`config.mk`:
```
export PLATFORM = sky130hd
export DESIGN_NAME = icache_axi_refill_master_flat
export DESIGN_NICKNAME = d
export VERILOG_FILES = /design/src/rtl/icache_axi_refill_master_if.sv /design/src/rtl/icache_axi_refill_master.sv /design/src/flat_wrapper.sv
export SDC_FILE = /design/constraint.sdc
export NUM_CORES = 1
export LEC_CHECK = 0
export ABC_AREA = 1
export ABC_CLOCK_PERIOD_IN_PS = 4800
export CORE_ASPECT_RATIO = 1.2
export CORE_MARGIN = 2
export CORE_UTILIZATION = 50
export CTS_BUF_LIST = sky130_fd_sc_hd__clkbuf_16
export DETAILED_ROUTE_END_ITERATION = 6
export PLACE_DENSITY_LB_ADDON = 0.1
export SYNTH_ARGS = -nofsm -noshare
export SYNTH_HDL_FRONTEND = slang
export SYNTH_SLANG_ARGS = --single-unit
```
`constraint.sdc`:
```
create_clock -name clk -period 4.8 [get_ports clk]
set_clock_uncertainty 0.15 [all_clocks]
set_input_delay 1.2 -clock clk [delete_from_list [all_inputs] [get_ports clk]]
set_output_delay 1.2 -clock clk [all_outputs]
set_load 0.01 [all_outputs]
```
`src/rtl/icache_axi_refill_master_if.sv`:
```
// AXI4 read-address / read-data channel bundle between the I-cache refill
// master and the instruction-memory read slave.
interface icache_axi_refill_master_if #(
  parameter int ADDR_W = 32
);
  logic              arvalid;
  logic              arready;
  logic [ADDR_W-1:0] araddr;
  logic [7:0]        arlen;
  logic [2:0]        arsize;
  logic [1:0]        arburst;
  logic              rvalid;
  logic              rready;
  logic [31:0]       rdata;
  logic [1:0]        rresp;
  logic              rlast;

  modport master (
    output arvalid, araddr, arlen, arsize, arburst, rready,
    input  arready, rvalid, rdata, rresp, rlast
  );

  modport slave (
    input  arvalid, araddr, arlen, arsize, arburst, rready,
    output arready, rvalid, rdata, rresp, rlast
  );
endinterface

```
`src/rtl/icache_axi_refill_master.sv`:
```
// I-cache line refill master: takes one refill request, issues a single AXI4
// INCR burst of LINE_WORDS 32-bit beats, assembles the line and hands it back
// as a one-cycle response pulse.
// Optional build macro AXI_REFILL_ERR_CHECK_EN adds refill error tracking
// (bad rresp, early rlast, late/missing rlast); without it resp_err is 0.

// One 32-bit slot of the line buffer; written when its beat arrives.
module icache_refill_word (
  input  logic        clk,
  input  logic        rst_n,
  input  logic        we,
  input  logic [31:0] wdata,
  output logic [31:0] word_q
);
  logic [31:0] word_d;

  // Capture the beat for this slot, otherwise hold the previous contents.
  always_comb begin
    word_d = word_q;
    if (we) word_d = wdata;
  end

  // Slot storage.
  always_ff @(posedge clk or negedge rst_n) begin
    if (!rst_n) word_q <= '0;
    else        word_q <= word_d;
  end
endmodule

module icache_axi_refill_master #(
  parameter int ADDR_W     = 32,
  parameter int LINE_WORDS = 8
) (
  input  logic                     clk,
  input  logic                     rst_n,
  input  logic                     req_valid,
  output logic                     req_ready,
  input  logic [ADDR_W-1:0]        req_addr,
  output logic                     resp_valid,
  output logic [LINE_WORDS*32-1:0] resp_data,
  output logic                     resp_err,
  icache_axi_refill_master_if.master axi
);
  localparam int OFF_W = $clog2(LINE_WORDS * 4);
  localparam int CNT_W = $clog2(LINE_WORDS) + 1;
  localparam logic [CNT_W-1:0] CNT_FULL = CNT_W'(LINE_WORDS);
  localparam logic [CNT_W-1:0] CNT_LAST = CNT_W'(LINE_WORDS - 1);

  typedef enum logic [1:0] {S_IDLE, S_AR, S_R, S_RESP} state_e;

  state_e                         state_q, state_d;
  logic [ADDR_W-1:0]              addr_q, addr_d;
  logic [CNT_W-1:0]               beat_cnt_q, beat_cnt_d;
  logic                           beat_hs;
  logic                           beat_store;
  logic                           req_hs;
  logic [LINE_WORDS-1:0][31:0]    line_q;

  // Byte offset within the line is dropped when the address is latched.
  logic unused_addr_lo;
  assign unused_addr_lo = ^req_addr[OFF_W-1:0];

  assign req_hs  = (state_q == S_IDLE) && req_valid;
  assign beat_hs = (state_q == S_R) && axi.rvalid;

  // Next-state, address latch and beat counter.
  always_comb begin
    state_d    = state_q;
    addr_d     = addr_q;
    beat_cnt_d = beat_cnt_q;
    beat_store = 1'b0;
    case (state_q)
      S_IDLE: begin
        if (req_valid) begin
          addr_d     = {req_addr[ADDR_W-1:OFF_W], {OFF_W{1'b0}}};
          beat_cnt_d = '0;
          state_d    = S_AR;
        end
      end
      S_AR: begin
        if (axi.arready) state_d = S_R;
      end
      S_R: begin
        if (beat_hs) begin
          // Beats past the end of the line are accepted but dropped.
          if (beat_cnt_q < CNT_FULL) begin
            beat_store = 1'b1;
            beat_cnt_d = beat_cnt_q + 1'b1;
          end
          // Only rlast closes the burst, never the beat count on its own.
          if (axi.rlast) state_d = S_RESP;
        end
      end
      S_RESP: state_d = S_IDLE;
      default: state_d = S_IDLE;
    endcase
  end

  // Control state registers.
  always_ff @(posedge clk or negedge rst_n) begin
    if (!rst_n) begin
      state_q    <= S_IDLE;
      addr_q     <= '0;
      beat_cnt_q <= '0;
    end else begin
      state_q    <= state_d;
      addr_q     <= addr_d;
      beat_cnt_q <= beat_cnt_d;
    end
  end

  // Line buffer: one slot per word, selected by the running beat count.
  for (genvar i = 0; i < LINE_WORDS; i++) begin : g_word
    icache_refill_word u_word (
      .clk    (clk),
      .rst_n  (rst_n),
      .we     (beat_store && (beat_cnt_q == CNT_W'(i))),
      .wdata  (axi.rdata),
      .word_q (line_q[i])
    );
  end

`ifdef AXI_REFILL_ERR_CHECK_EN
  logic err_q, err_d;

  // Sticky per-refill error: bad response, early rlast, or beats beyond the line.
  always_comb begin
    err_d = err_q;
    if (req_hs) err_d = 1'b0;
    if (beat_hs) begin
      if (axi.rresp != 2'b00)                  err_d = 1'b1;
      if (axi.rlast && beat_cnt_q != CNT_LAST) err_d = 1'b1;
      if (beat_cnt_q == CNT_FULL)              err_d = 1'b1;
    end
  end

  // Error flag register.
  always_ff @(posedge clk or negedge rst_n) begin
    if (!rst_n) err_q <= 1'b0;
    else        err_q <= err_d;
  end

  assign resp_err = err_q && (state_q == S_RESP);
`else
  logic unused_rresp;
  logic unused_req_hs;
  assign unused_rresp  = ^axi.rresp;
  assign unused_req_hs = req_hs;
  assign resp_err      = 1'b0;
`endif

  assign req_ready   = (state_q == S_IDLE);
  assign resp_valid  = (state_q == S_RESP);
  assign resp_data   = line_q;

  assign axi.arvalid = (state_q == S_AR);
  assign axi.araddr  = addr_q;
  assign axi.arlen   = 8'(LINE_WORDS - 1);
  assign axi.arsize  = 3'b010;
  assign axi.arburst = 2'b01;
  assign axi.rready  = (state_q == S_R);
endmodule

```
`src/flat_wrapper.sv`:
```
// flat-port wrapper written by rule: the top's interface ports become plain ports
module icache_axi_refill_master_flat 
#(
  parameter int ADDR_W     = 32,
  parameter int LINE_WORDS = 8
)
  (clk, rst_n, req_valid, req_ready, req_addr, resp_valid, resp_data, resp_err, axi_arvalid, axi_araddr, axi_arlen, axi_arsize, axi_arburst, axi_rready, axi_arready, axi_rvalid, axi_rdata, axi_rresp, axi_rlast);
  icache_axi_refill_master_if #(.ADDR_W(ADDR_W)) axi_i ();
  input  logic clk;
  input  logic rst_n;
  input  logic req_valid;
  output logic req_ready;
  input  logic [ADDR_W-1:0] req_addr;
  output logic resp_valid;
  output logic [LINE_WORDS*32-1:0] resp_data;
  output logic resp_err;
  output wire logic [$bits(axi_i.arvalid)-1:0] axi_arvalid;
  output wire logic [$bits(axi_i.araddr)-1:0] axi_araddr;
  output wire logic [$bits(axi_i.arlen)-1:0] axi_arlen;
  output wire logic [$bits(axi_i.arsize)-1:0] axi_arsize;
  output wire logic [$bits(axi_i.arburst)-1:0] axi_arburst;
  output wire logic [$bits(axi_i.rready)-1:0] axi_rready;
  input wire logic [$bits(axi_i.arready)-1:0] axi_arready;
  input wire logic [$bits(axi_i.rvalid)-1:0] axi_rvalid;
  input wire logic [$bits(axi_i.rdata)-1:0] axi_rdata;
  input wire logic [$bits(axi_i.rresp)-1:0] axi_rresp;
  input wire logic [$bits(axi_i.rlast)-1:0] axi_rlast;
  assign axi_arvalid = axi_i.arvalid;
  assign axi_araddr = axi_i.araddr;
  assign axi_arlen = axi_i.arlen;
  assign axi_arsize = axi_i.arsize;
  assign axi_arburst = axi_i.arburst;
  assign axi_rready = axi_i.rready;
  assign axi_i.arready = axi_arready;
  assign axi_i.rvalid = axi_rvalid;
  assign axi_i.rdata = axi_rdata;
  assign axi_i.rresp = axi_rresp;
  assign axi_i.rlast = axi_rlast;
  icache_axi_refill_master #(.ADDR_W(ADDR_W), .LINE_WORDS(LINE_WORDS)) u_core (.clk(clk), .rst_n(rst_n), .req_valid(req_valid), .req_ready(req_ready), .req_addr(req_addr), .resp_valid(resp_valid), .resp_data(resp_data), .resp_err(resp_err), .axi(axi_i));
endmodule
```
==> results.py, run 1 <==
metrics = {
    "outcome": {
        "status": "completed",
    },
    "routing": {
        "drt_wl_total_mm": 36.3,
        "drc": 0,
        "drtIter0Drc": 733,
        "ant_nets": 0,
        "wl_per_cell_um": 19.0,
        "via_count": 10000,
        "avgViaCountPerCell": 5.25,
        "dr.pass1.iters": 6,
    },
    "power": {
        "power_frac_comb_pct": 30.4,
        "powerDensity_nw_per_um2": 463,
        "ir_drop_mv": 0.425,
        "swShare_pct": 31.4,
        "switchingPower_uw": 2360,
        "p_int_uw": 5140,
        "p_clk_share_pct": 27.8,
        "seqPwrFrac_pct": 41.8,
        "leakagePower_uw": 0.00820,
    },
    "synth": {
        "synth_simple_gate_area_share_pct": 28.8,
        "synth.top_cell.area_share_pct": 60.7,
        "syn_area_um2": 11900,
        "synth_top_family_by_area": "simple AND/OR/NAND/NOR gates",
        "yosys_register_bits": 289,
        "synth-compound-area-share_pct": 0.336,
        "yosysWarnings": 0,
        "yosysTopAreaCell": "dfrtp_1",
        "syn_avg_cell_area_um2": 9.21,
        "synth-seq-area-share_pct": 60.7,
        "synth_adder_area_share_pct": 1.05,
        "netlist_top_cells_area": "dfrtp_1 (61%), nand2_1 (17%), nand3_1 (11%)",
        "syn_inst": 1294,
        "synthXorXnorAreaFrac_pct": 0.0735,
        "yosys.cell_types.count": 21,
        "synth.area.mux_share_pct": 2.55,
    },
    "die": {
        "die_x_um": 145,
        "io-pin-count": 378,
        "rows": 61,
        "dieArea_um2": 25100,
        "start_util_pct": 51.2,
        "core_area_um2": 23300,
        "fp.dieH_um": 173,
    },
    "setup_path": {
        "start_kind": "flip-flop",
        "cpMaxStageDelayCell": "clkdlybuf4s50_1",
        "max_stage_delay_ns": 0.62,
        "crit_family": "buffers and inverters",
        "crit_fanout": 9,
        "cp.arrival_ns": 2.07,
        "endpoint_kind": "output pin",
        "critPathKind": "reg -> out",
        "worst-path-buf-inv": 2,
        "crit_required_ns": 3.45,
        "worstPathCellList": "inv_1 > ha_1 > clkdlybuf4s50_1",
    },
    "clock_tree": {
        "cts_max_path_buffers": 3,
        "postCtsSetupRepairBufs": 0,
        "cts_resized": 0,
        "cts_tree": "yes",
        "cts.htree.levels": 1,
        "clkTransAtPathRegs_ns": 0.06,
        "clock_latency_ns": 0.53,
        "cts_buffers": 29,
        "postCtsHoldBufs": 0,
        "root_buffer": "clkbuf_16",
        "clock-sinks": 289,
    },
    "placed_design": {
        "io_buffers": 351,
        "dp_slack_ns": 1.33,
        "place_congestion": 0.780,
        "hpwl_mm": 23.5,
    },
    "sta": {
        "tightest_slew_ns": 1.11,
        "finalWorstSetupSlack_ns": 1.38,
        "fin_crit_sh_pct": 71.2,
        "maxSlewViolCount": 0,
        "fmax_mhz": 293,
        "setup_viol": 0,
        "period_needed_ns": 3.42,
        "hold_viol": 0,
        "fin_tns_setup_ns": 0,
        "slew_headroom_pct": 26.1,
        "grt_setup_unrepaired": "false",
    },
    "grt": {
        "gr-usage-all-layers_pct": 28.5,
        "met3_usage_pct": 8.42,
        "met1_usage_pct": 36.0,
        "gr-max-usage-layer": "met2",
        "grt_start_max_net_pins": 118,
        "grt_antenna_before_repair": 0,
        "grt_pass1_vias": 9825,
        "grt-ovfl-total": 0,
        "globalRouteMet2Util_pct": 46.5,
        "grt_pass1_wl_mm": 56.6,
    },
    "final_layout": {
        "fin_nets": 1659,
        "final_common_cell": "nand2_1",
        "drive_gt1_share_pct": 6.13,
        "diodes": 0,
        "syn_to_final_growth_pct": 36.0,
        "layout_common_cells": "nand2_1 (536), clkdlybuf4s50_1 (350), dfrtp_1 (289)",
    },
    "min_path": {
        "min_path_type": "reg -> reg",
    },
    "job": {
        "max-cap-violations": 0,
    },
}
final timing paths:
check | to | cells past startpoint | from | slack [ns]
min in group asynchronous | u_core.g_word[4].u_word.word_q[23] | 1 | rst_n | 0.60
max | axi_rready | 3 | u_core.state_q[0] | 1.38
min reg2reg | u_core.g_word[1].u_word.word_q[3] | 2 | u_core.g_word[1].u_word.word_q[3] | 0.32
min | u_core.g_word[1].u_word.word_q[3] | 2 | u_core.g_word[1].u_word.word_q[3] | 0.32
max in group asynchronous | u_core.g_word[4].u_word.word_q[1] | 2 | rst_n | 2.93
max reg2reg | u_core.g_word[5].u_word.word_q[19] | 8 | u_core.beat_cnt_q[1] | 1.90
cell usage after synthesis:
library cell and instances:
mux2_2 27, nand2_1 536, clkbuf_1 23, nand3_1 258, or2_4 1, nor2_1 1
buf_4 30, buf_6 2, nand4_1 1, buf_2 67, dfrtp_1 289, ha_1 10
xor2_1 1, conb_1 2, nor2_4 4, inv_1 14, nand2_2 5, o21ai_0 8
inv_2 1, nor2_2 5, clkbuf_2 9
sequential cells by signal, indices dropped and copies added (netlist names):
name / flops
u_core.axi.araddr: 27
u_core.beat_cnt_q: 4
u_core.g_word.u_word.word_q: 256
u_core.state_q: 2
worst reg2reg max path, cell delays in order, from the launching register on:
cell     delay [ns]
dfrtp_1        0.44
inv_1          0.10
ha_1           0.14
inv_1          0.09
nor2_4         0.76
nand2_1        0.57
buf_4          0.39
nand2_1        0.12
nand2_1        0.05
per-layer routing:
| layer | routed length, um | vias to the layer above | part of all wire (%) |
|---|---|---|---|
| li1 | - | 4633 | - |
| met1 | 13900 | 4860 | 38 |
| met2 | 17200 | 462 | 47 |
| met3 | 3770 | 87 | 10 |
| met4 | 1440 | 0 | 4.0 |
| met5 | 0 | - | 0 |
power by group through the flow:
stage	Clock [uW]	Sequential (uW)	Combinational, uW
floorplan	0	3360	827
global placement	0	3150	2260
detailed placement	0	3170	2290
CTS	2120	3130	2300
global route	2230	3190	2460
finish	2080	3130	2280
kinds of logic after synthesis:
kind of cell    Yosys count
compound gates            8
fa+ha+maj                10
buf+inv                 146
other cells               2
xor+xnor                  1
flops                   289
simple gates            811
mux                      27
per-stage QoR:
step	hold WS [ns]	cell area [um2]	total power (uW)	utilization [%]	std cells
floorplan	0.356	12000	4190	-	1311
finish	0.317	16200	7500	69.6	1914
global route	0.330	16200	7870	69.6	1914
detailed placement	0.307	15300	5460	65.9	1861
CTS	0.322	16200	7560	69.6	1914
global placement	0.302	15300	5410	65.9	1861
final cells by class:
type | count | area [um2]
Tap cell | 315 | 394
Inverter | 15 | 56.3
Clock inverter | 24 | 136
Fill cell | 1839 | 7070
Clock buffer | 29 | 726
Sequential cell | 289 | 7230
Multi-Input combinational cell | 876 | 4000
Timing Repair Buffer | 366 | 3660
Power figures use the tool's default switching activity.
==> run 2, diff against run 1 <==
- ABC_CLOCK_PERIOD_IN_PS: 4800 -> 2930
- CORE_UTILIZATION: 50 -> 42
- clock period: 4.8 -> 2.93 ns (I/O delays scaled with it)
==> run 2 against run 1 <==
Routed wire length grew 1.8%; register-to-register slack lost 1.3 ns; sequential cell count is the same; via count shrank 2.0%; first-iteration DRC count shrank 12%; hold slack is essentially flat; cell count grew 4.2%.
==> results.py, run 2 (synthesized netlist as in run 1, its figures left out) <==
metrics = {
    "routing": {
        "ant_nets": 0,
        "wl_per_cell_um": 18.5,
        "drt_wl_total_mm": 37.0,
        "via_count": 9846,
        "dr.pass1.iters": 5,
        "drc": 0,
        "drtIter0Drc": 647,
        "avgViaCountPerCell": 4.94,
    },
    "clock_tree": {
        "clkTransAtPathRegs_ns": 0.06,
        "cts.htree.levels": 1,
        "postCtsHoldBufs": 1,
        "cts_resized": 0,
        "clock-sinks": 289,
        "postCtsSetupRepairBufs": 0,
        "root_buffer": "clkbuf_16",
        "cts_buffers": 30,
        "cts_tree": "yes",
        "cts_max_path_buffers": 3,
        "clock_latency_ns": 0.55,
    },
    "job": {
        "max-cap-violations": 0,
    },
    "final_layout": {
        "diodes": 0,
        "syn_to_final_growth_pct": 38.6,
        "multi_input_area_um2": 4000,
        "largest_reg_flops": 256,
        "layout_common_cells": "nand2_1 (536), clkdlybuf4s50_1 (350), dfrtp_1 (289)",
        "regMostFlops": "u_core.g_word.u_word.word_q",
        "final_common_cell": "nand2_1",
        "drive_gt1_share_pct": 6.93,
        "nFillCells": 2516,
        "fin_nets": 1676,
        "seqCellArea_um2": 7230,
    },
    "setup_path": {
        "max_stage_delay_ns": 0.57,
        "start_kind": "flip-flop",
        "endpoint_kind": "output pin",
        "critPathKind": "reg -> out",
        "cp.arrival_ns": 1.92,
        "worstPathCellList": "inv_1 > ha_1 > clkdlybuf4s50_1",
        "crit_fanout": 4,
        "crit_required_ns": 2.05,
        "cpMaxStageDelayCell": "clkdlybuf4s50_1",
    },
    "sta": {
        "hold_viol": 0,
        "fin_tns_setup_ns": 0,
        "maxSlewViolCount": 0,
        "period_needed_ns": 2.80,
        "grt_setup_unrepaired": "false",
        "fin_crit_sh_pct": 95.5,
        "slew_headroom_pct": 51.0,
        "tightest_slew_ns": 0.732,
        "fmax_mhz": 357,
        "setup_viol": 0,
    },
    "power": {
        "ir_drop_mv": 0.582,
        "power_uw": 12500,
        "powerDensity_nw_per_um2": 759,
        "leakagePower_uw": 0.00834,
    },
    "placed_design": {
        "place_congestion": 0.783,
        "hpwl_mm": 24.4,
        "io_buffers": 351,
    },
    "outcome": {
        "status": "completed",
    },
    "die": {
        "die_x_um": 158,
        "fp.dieH_um": 189,
        "io-pin-count": 378,
        "start_util_pct": 42.7,
        "rows": 67,
        "core_area_um2": 27900,
        "dieArea_um2": 29700,
    },
    "grt": {
        "grt-ovfl-total": 0,
        "gr-usage-all-layers_pct": 24.7,
        "grt_pass1_wl_mm": 57.1,
        "grt_antenna_before_repair": 0,
        "grt_pass1_vias": 9484,
        "grt_start_max_net_pins": 109,
    },
    "min_path": {
        "min_path_type": "reg -> reg",
    },
}
==> run 2: cell types whose count changed in the layout (fill, tap and decap cells not counted), sizes merged <==
cell and delta:
clkinv -4, dlygate4sd3 +1, buf +15, bufinv +1
clkbuf +2, clkinvlp -1, inv +3
==> run 2: power by group <==
part           switching [uW]  leakage [uW]  total (uW)  internal (uW)
registers                 409       0.00392        5130           4730
clock network            1550      0.000493        3620           2070
logic                    1920       0.00393        3790           1870
==> run 2: worst max-delay path: cells and delay by family (launching register included) <==
kind	cells	cell delay, ns
adder cells (fa/ha/maj)	1	0.24
buffers and inverters	2	0.71
flip-flops	1	0.42
==> run 2: final timing paths <==
kind                                                     from                                 end  slack, ns  cells after the start
max                                         u_core.state_q[0]                           req_ready       0.13                      3
min                        u_core.g_word[0].u_word.word_q[24]  u_core.g_word[0].u_word.word_q[24]       0.32                      2
max reg2reg                                 u_core.state_q[0]  u_core.g_word[3].u_word.word_q[29]       0.60                      9
min reg2reg                u_core.g_word[0].u_word.word_q[24]  u_core.g_word[0].u_word.word_q[24]       0.32                      2
max in group asynchronous                               rst_n  u_core.g_word[5].u_word.word_q[13]       1.18                      3
min in group asynchronous                               rst_n   u_core.g_word[5].u_word.word_q[5]       0.58                      2
==> run 2: final cells by class <==
| class | instances | area share [%] |
|---|---|---|
| clock buffers | 31 | 4.70 |
| repair buffers | 382 | 23.2 |
| multi-input cells | 876 | 24.2 |
| well taps | 379 | 2.87 |
| flip-flops and latches | 289 | 43.8 |
| clock inverters | 23 | 0.901 |
| inverters | 15 | 0.341 |
==> run 2: layer usage <==
metal  GRT usage (%)  wire, um
met5               0         0
met3            6.19      3040
met2            39.5     17600
met1            33.3     15300
met4            7.55      1080
==> run 2: stage by stage <==
stage / worst slack (ns) / hold WS [ns] / cells / util [%] / cell area (um2)
floorplan: 1.09 / 0.287 / 1311 / - / 12000
global route: 0.0393 / 0.329 / 1995 / 59.2 / 16500
global placement: 0.307 / 0.303 / 1940 / 55.8 / 15600
CTS: 0.106 / 0.322 / 1995 / 59.2 / 16500
finish: 0.132 / 0.318 / 1995 / 59.2 / 16500
detailed placement: 0.294 / 0.307 / 1940 / 55.8 / 15600
==> run 3, diff against run 2 <==
- CAP_MARGIN: unset -> 20
- HOLD_SLACK_MARGIN: unset -> 0.06
==> results of run 3 <==
The final DEF is identical to that of run 2; final timing and power are the same.
